$ cat config.mk
export PLATFORM = sky130hd
export DESIGN_NAME = countdown_timer
export DESIGN_NICKNAME = d
export VERILOG_FILES = /design/src/rtl/countdown_timer.sv
export SDC_FILE = /design/constraint.sdc
export NUM_CORES = 1
export LEC_CHECK = 0
export BUFFER_PORTS_ARGS = -buffer_cell sky130_fd_sc_hd__clkbuf_2
export CORE_AREA = 2 2 39 41
export CTS_CLUSTER_DIAMETER = 30
export DETAILED_ROUTE_END_ITERATION = 6
export DIE_AREA = 0 0 41 43
export SYNTH_ARGS = -nofsm -noshare
export SYNTH_HDL_FRONTEND = slang
export SYNTH_SLANG_ARGS = --single-unit
$ cat constraint.sdc
create_clock -name clk -period 1.83 [get_ports clk]
set_clock_uncertainty 0.1 [all_clocks]
set_input_delay 0.183 -clock clk [delete_from_list [all_inputs] [get_ports clk]]
set_output_delay 0.183 -clock clk [all_outputs]
set_load 0.02 [all_outputs]
$ cat src/rtl/countdown_timer.sv
// countdown_timer: loadable down-counter with pause, synchronous abort and a
// one-cycle terminal-count flag. All outputs come straight from registers.
// Optional feature: define COUNTDOWN_AUTO_RELOAD_EN to make the timer reload
// from the captured start value after each terminal count (periodic mode).
// Without the macro the timer is single-shot and returns to IDLE after DONE.
module countdown_timer #(
  parameter int WIDTH = 4
) (
  input  logic             clk,
  input  logic             rst_n,
  input  logic             clr,
  input  logic             start,
  input  logic [WIDTH-1:0] load_val,
  input  logic             pause,
  output logic [WIDTH-1:0] cnt,
  output logic             busy,
  output logic             done
);

  typedef enum logic [1:0] {
    ST_IDLE  = 2'd0,
    ST_RUN   = 2'd1,
    ST_PAUSE = 2'd2,
    ST_DONE  = 2'd3
  } state_t;

  localparam logic [WIDTH-1:0] CNT_ZERO = {WIDTH{1'b0}};
  localparam logic [WIDTH-1:0] CNT_ONE  = {{(WIDTH-1){1'b0}}, 1'b1};

  state_t           r_state;
  logic [WIDTH-1:0] r_cnt;
  logic [WIDTH-1:0] r_reload;
  logic             r_busy;
  logic             r_done;

  // State machine, counter, reload capture and registered busy/done flags.
  always_ff @(posedge clk or negedge rst_n) begin
    if (!rst_n) begin
      r_state  <= ST_IDLE;
      r_cnt    <= CNT_ZERO;
      r_reload <= CNT_ZERO;
      r_busy   <= 1'b0;
      r_done   <= 1'b0;
    end else if (clr) begin
      // Abort wins over everything: drop the count, never flag done.
      r_state <= ST_IDLE;
      r_cnt   <= CNT_ZERO;
      r_busy  <= 1'b0;
      r_done  <= 1'b0;
    end else begin
      case (r_state)
        ST_IDLE: begin
          r_done <= 1'b0;
          if (start) begin
            r_reload <= load_val;
            if (load_val == CNT_ZERO) begin
              // Zero load terminates immediately without ever being busy.
              r_state <= ST_DONE;
              r_cnt   <= CNT_ZERO;
              r_busy  <= 1'b0;
              r_done  <= 1'b1;
            end else begin
              r_state <= ST_RUN;
              r_cnt   <= load_val;
              r_busy  <= 1'b1;
            end
          end else begin
            r_state <= ST_IDLE;
            r_cnt   <= CNT_ZERO;
            r_busy  <= 1'b0;
          end
        end

        // RUN and PAUSE share the same counting rule; the edge that sees
        // pause drop already decrements, so each pause-high cycle costs
        // exactly one cycle of delay.
        ST_RUN, ST_PAUSE: begin
          if (pause) begin
            r_state <= ST_PAUSE;
            r_busy  <= 1'b1;
            r_done  <= 1'b0;
          end else if (r_cnt > CNT_ONE) begin
            r_state <= ST_RUN;
            r_cnt   <= r_cnt - CNT_ONE;
            r_busy  <= 1'b1;
            r_done  <= 1'b0;
          end else begin
            // Count of one (or a zero that cannot occur) terminates here,
            // so the counter never wraps.
            r_state <= ST_DONE;
            r_cnt   <= CNT_ZERO;
            r_busy  <= 1'b0;
            r_done  <= 1'b1;
          end
        end

        ST_DONE: begin
`ifdef COUNTDOWN_AUTO_RELOAD_EN
          if (r_reload == CNT_ZERO) begin
            // Nothing to count: stay terminal, flag every cycle.
            r_state <= ST_DONE;
            r_cnt   <= CNT_ZERO;
            r_busy  <= 1'b0;
            r_done  <= 1'b1;
          end else begin
            r_state <= ST_RUN;
            r_cnt   <= r_reload;
            r_busy  <= 1'b1;
            r_done  <= 1'b0;
          end
`else
          r_state <= ST_IDLE;
          r_cnt   <= CNT_ZERO;
          r_busy  <= 1'b0;
          r_done  <= 1'b0;
`endif
        end

        default: begin
          r_state <= ST_IDLE;
          r_cnt   <= CNT_ZERO;
          r_busy  <= 1'b0;
          r_done  <= 1'b0;
        end
      endcase
    end
  end

  assign cnt  = r_cnt;
  assign busy = r_busy;
  assign done = r_done;

endmodule

==> out/metrics.yaml <==
timing.fmax_mhz: 647
setup_viol: 0
gp_congestion: 0.770
antenna_found_initial: 0
cts_made_buffers: 3
cts_sinks: 8
syn_avg_cell_area_um2: 10.1
met2RoutedLength_um: 434
grt_usage: 0.146
synth-seq-area-share: 0.411
fp.dieH_um: 43
nNetsFinal: 80
drv_cap: 0
drtAntennaViolNets: 0
met3_length_um: 73
status: "completed"
std_cell_rows: 14
final_layout_size_suffix_gt1_frac: 0.318
wirelength_met1_um: 499
insertion_delay_ns: 0.26
setup_tns_ns: 0
relSlewSlack: 0.649
top_layer: "met4"
synth-seq-cells: 8
vias: 435
yosysMostFrequentCell: "dfrtp_1"
drv_slew: 0
yosysTopAreaCell: "dfrtp_1"
tightest_slew_ns: 0.522
die_x_um: 41
start_kind: "register"
grt-ovfl-total: 0
clockRootBuffer: "clkbuf_4"
post-cts-setup-buffers: 0
grt_pass1_wl_um: 1750
cts_tree: "yes"
initial_utilization: 0.352
synthFlopType: "dfrtp_1"
drt_first_pass_iters: 4
p_per_area_mw_per_mm2: 702
path_clk_slew_ns: 0.06
ir_drop_v: 0.000368
syn_inst: 48
critical_path_class: "reg -> reg"
hold_slack_ns: 0.0642
arrival_ns: 1.63
ys_top_cells_by_area: "dfrtp_1, ha_1, a32oi_1, and3b_1, o21ai_1"
num_antenna_cells: 0
ys_warn_count: 0
grt_max_degree: 10
netlist_top_cells_count: "dfrtp_1, inv_1, o21ai_1"
power.leakage_nw: 0.290
syn_nets: 60
cts_buffer_depth: 2
die_area_mm2: 0.00176
drc: 0
fin_crit_ns: 1.55
netlist_area_um2: 487
first_iter_violations: 7
first_global_vias: 411
finalCritPeriodShare: 0.845
cp_data_required_time_ns: 1.92
io_buffers: 14
htree_levels: 1
placed_cells_incl_taps: 78
path_max_fanout: 5
synth_top_area_frac: 0.411
p_total_uw: 428
wl_per_cell_um: 12.5
ios: 15
wl_um: 1020
ys_types: 24
fillCellCount: 147
viasPerCell: 5.30
rsz0062_at_grt: "no"
end_kind: "register"
hold_path_class: "in -> reg"
hold_viol: 0
fp.coreArea_mm2: 0.00138
area_growth_pct: 25.2
synthArstFlopShare: 1.00
finalNonFillerCells: 82
synth_edf_count: 0
## worst max-delay path, cell delays in order, from the launching register on
cell and delay [ns]:
dfrtp_1 0.32, inv_1 0.04, ha_1 0.31, or3b_1 0.38, a21oi_2 0.16, a21boi_2 0.17
## kinds of logic after synthesis
kind of cell	count (synthesis)	synth area share
compound gates	15	0.239
xor+xnor	1	0.0180
fa+ha+maj	3	0.0771
buf+inv	5	0.0386
flops	8	0.411
simple gates	16	0.216
## final cells by class
type | instances | area [um^2] | area share
clock buffers | 3 | 22.5 | 0.0370
inverters | 5 | 18.8 | 0.0308
multi-input cells | 35 | 268 | 0.439
flip-flops and latches | 8 | 200 | 0.329
well taps | 16 | 20.0 | 0.0329
repair buffers | 15 | 80.1 | 0.131
## placed cells by master (no fill, tap or decap)
cell type and instances:
a32oi_1 3, dlygate4sd3_1 1, clkbuf_2 14, o311ai_1 1, or4_1 1, nor2_1 2, dfrtp_1 8, and3b_1 3
nand3_1 1, nor4_1 1, a311oi_1 1, a21oi_2 1, o41ai_1 1, nor2b_1 1, o21ai_1 4, nor3_1 1
inv_1 5, clkbuf_4 3, a22o_1 1, ha_1 3, a21boi_2 1, and2b_2 1, or3b_1 1, nand2_1 3
o31ai_1 2, nor3b_2 1, xnor2_1 1
## timing repair
action                                 4_1_cts  5_1_grt
resized for setup                            0        0
endpoints found under the hold margin        8        0
hold buffers                                 1        0
## stage by stage
stage / utilization / area (um^2) / setup WS (ns)
after floorplan: - / 487 / 0.320
after global placement: 0.417 / 577 / 0.289
after detailed placement: 0.417 / 577 / 0.300
after CTS: 0.440 / 609 / 0.275
after global routing: 0.440 / 609 / 0.141
final: 0.440 / 609 / 0.284
## sequential cells by signal, indices dropped and copies added, names as in the netlist
| name | count |
|---|---|
| cnt | 4 |
| r_state | 2 |
| busy | 1 |
| done | 1 |
## power by group
group	internal [mW]	total, mW	switching, mW
Sequential	0.186	0.196	0.00999
Clock	0.0755	0.143	0.0670
Combinational	0.0379	0.0888	0.0510
Total	0.300	0.428	0.128
## worst paths after layout
| path | slack, ns | end | depth (start not counted) | start |
|---|---|---|---|---|
| hold / removal | 0.06 | r_state[0] | 2 | clr |
| hold reg to reg | 0.47 | cnt[0] | 1 | cnt[0] |
| setup reg to reg | 0.28 | done | 5 | r_state[1] |
| setup / recovery | 0.28 | done | 5 | r_state[1] |
| min in group asynchronous | 0.20 | r_state[1] | 2 | rst_n |
| max in group asynchronous | 1.24 | cnt[1] | 2 | rst_n |
## layer usage
metal,track usage,up-vias
met3,0.0314,2
met2,0.191,16
met4,0.0600,0
li1,-,223
met1,0.225,194
met5,0,-
(Power assumes the default switching activity.)
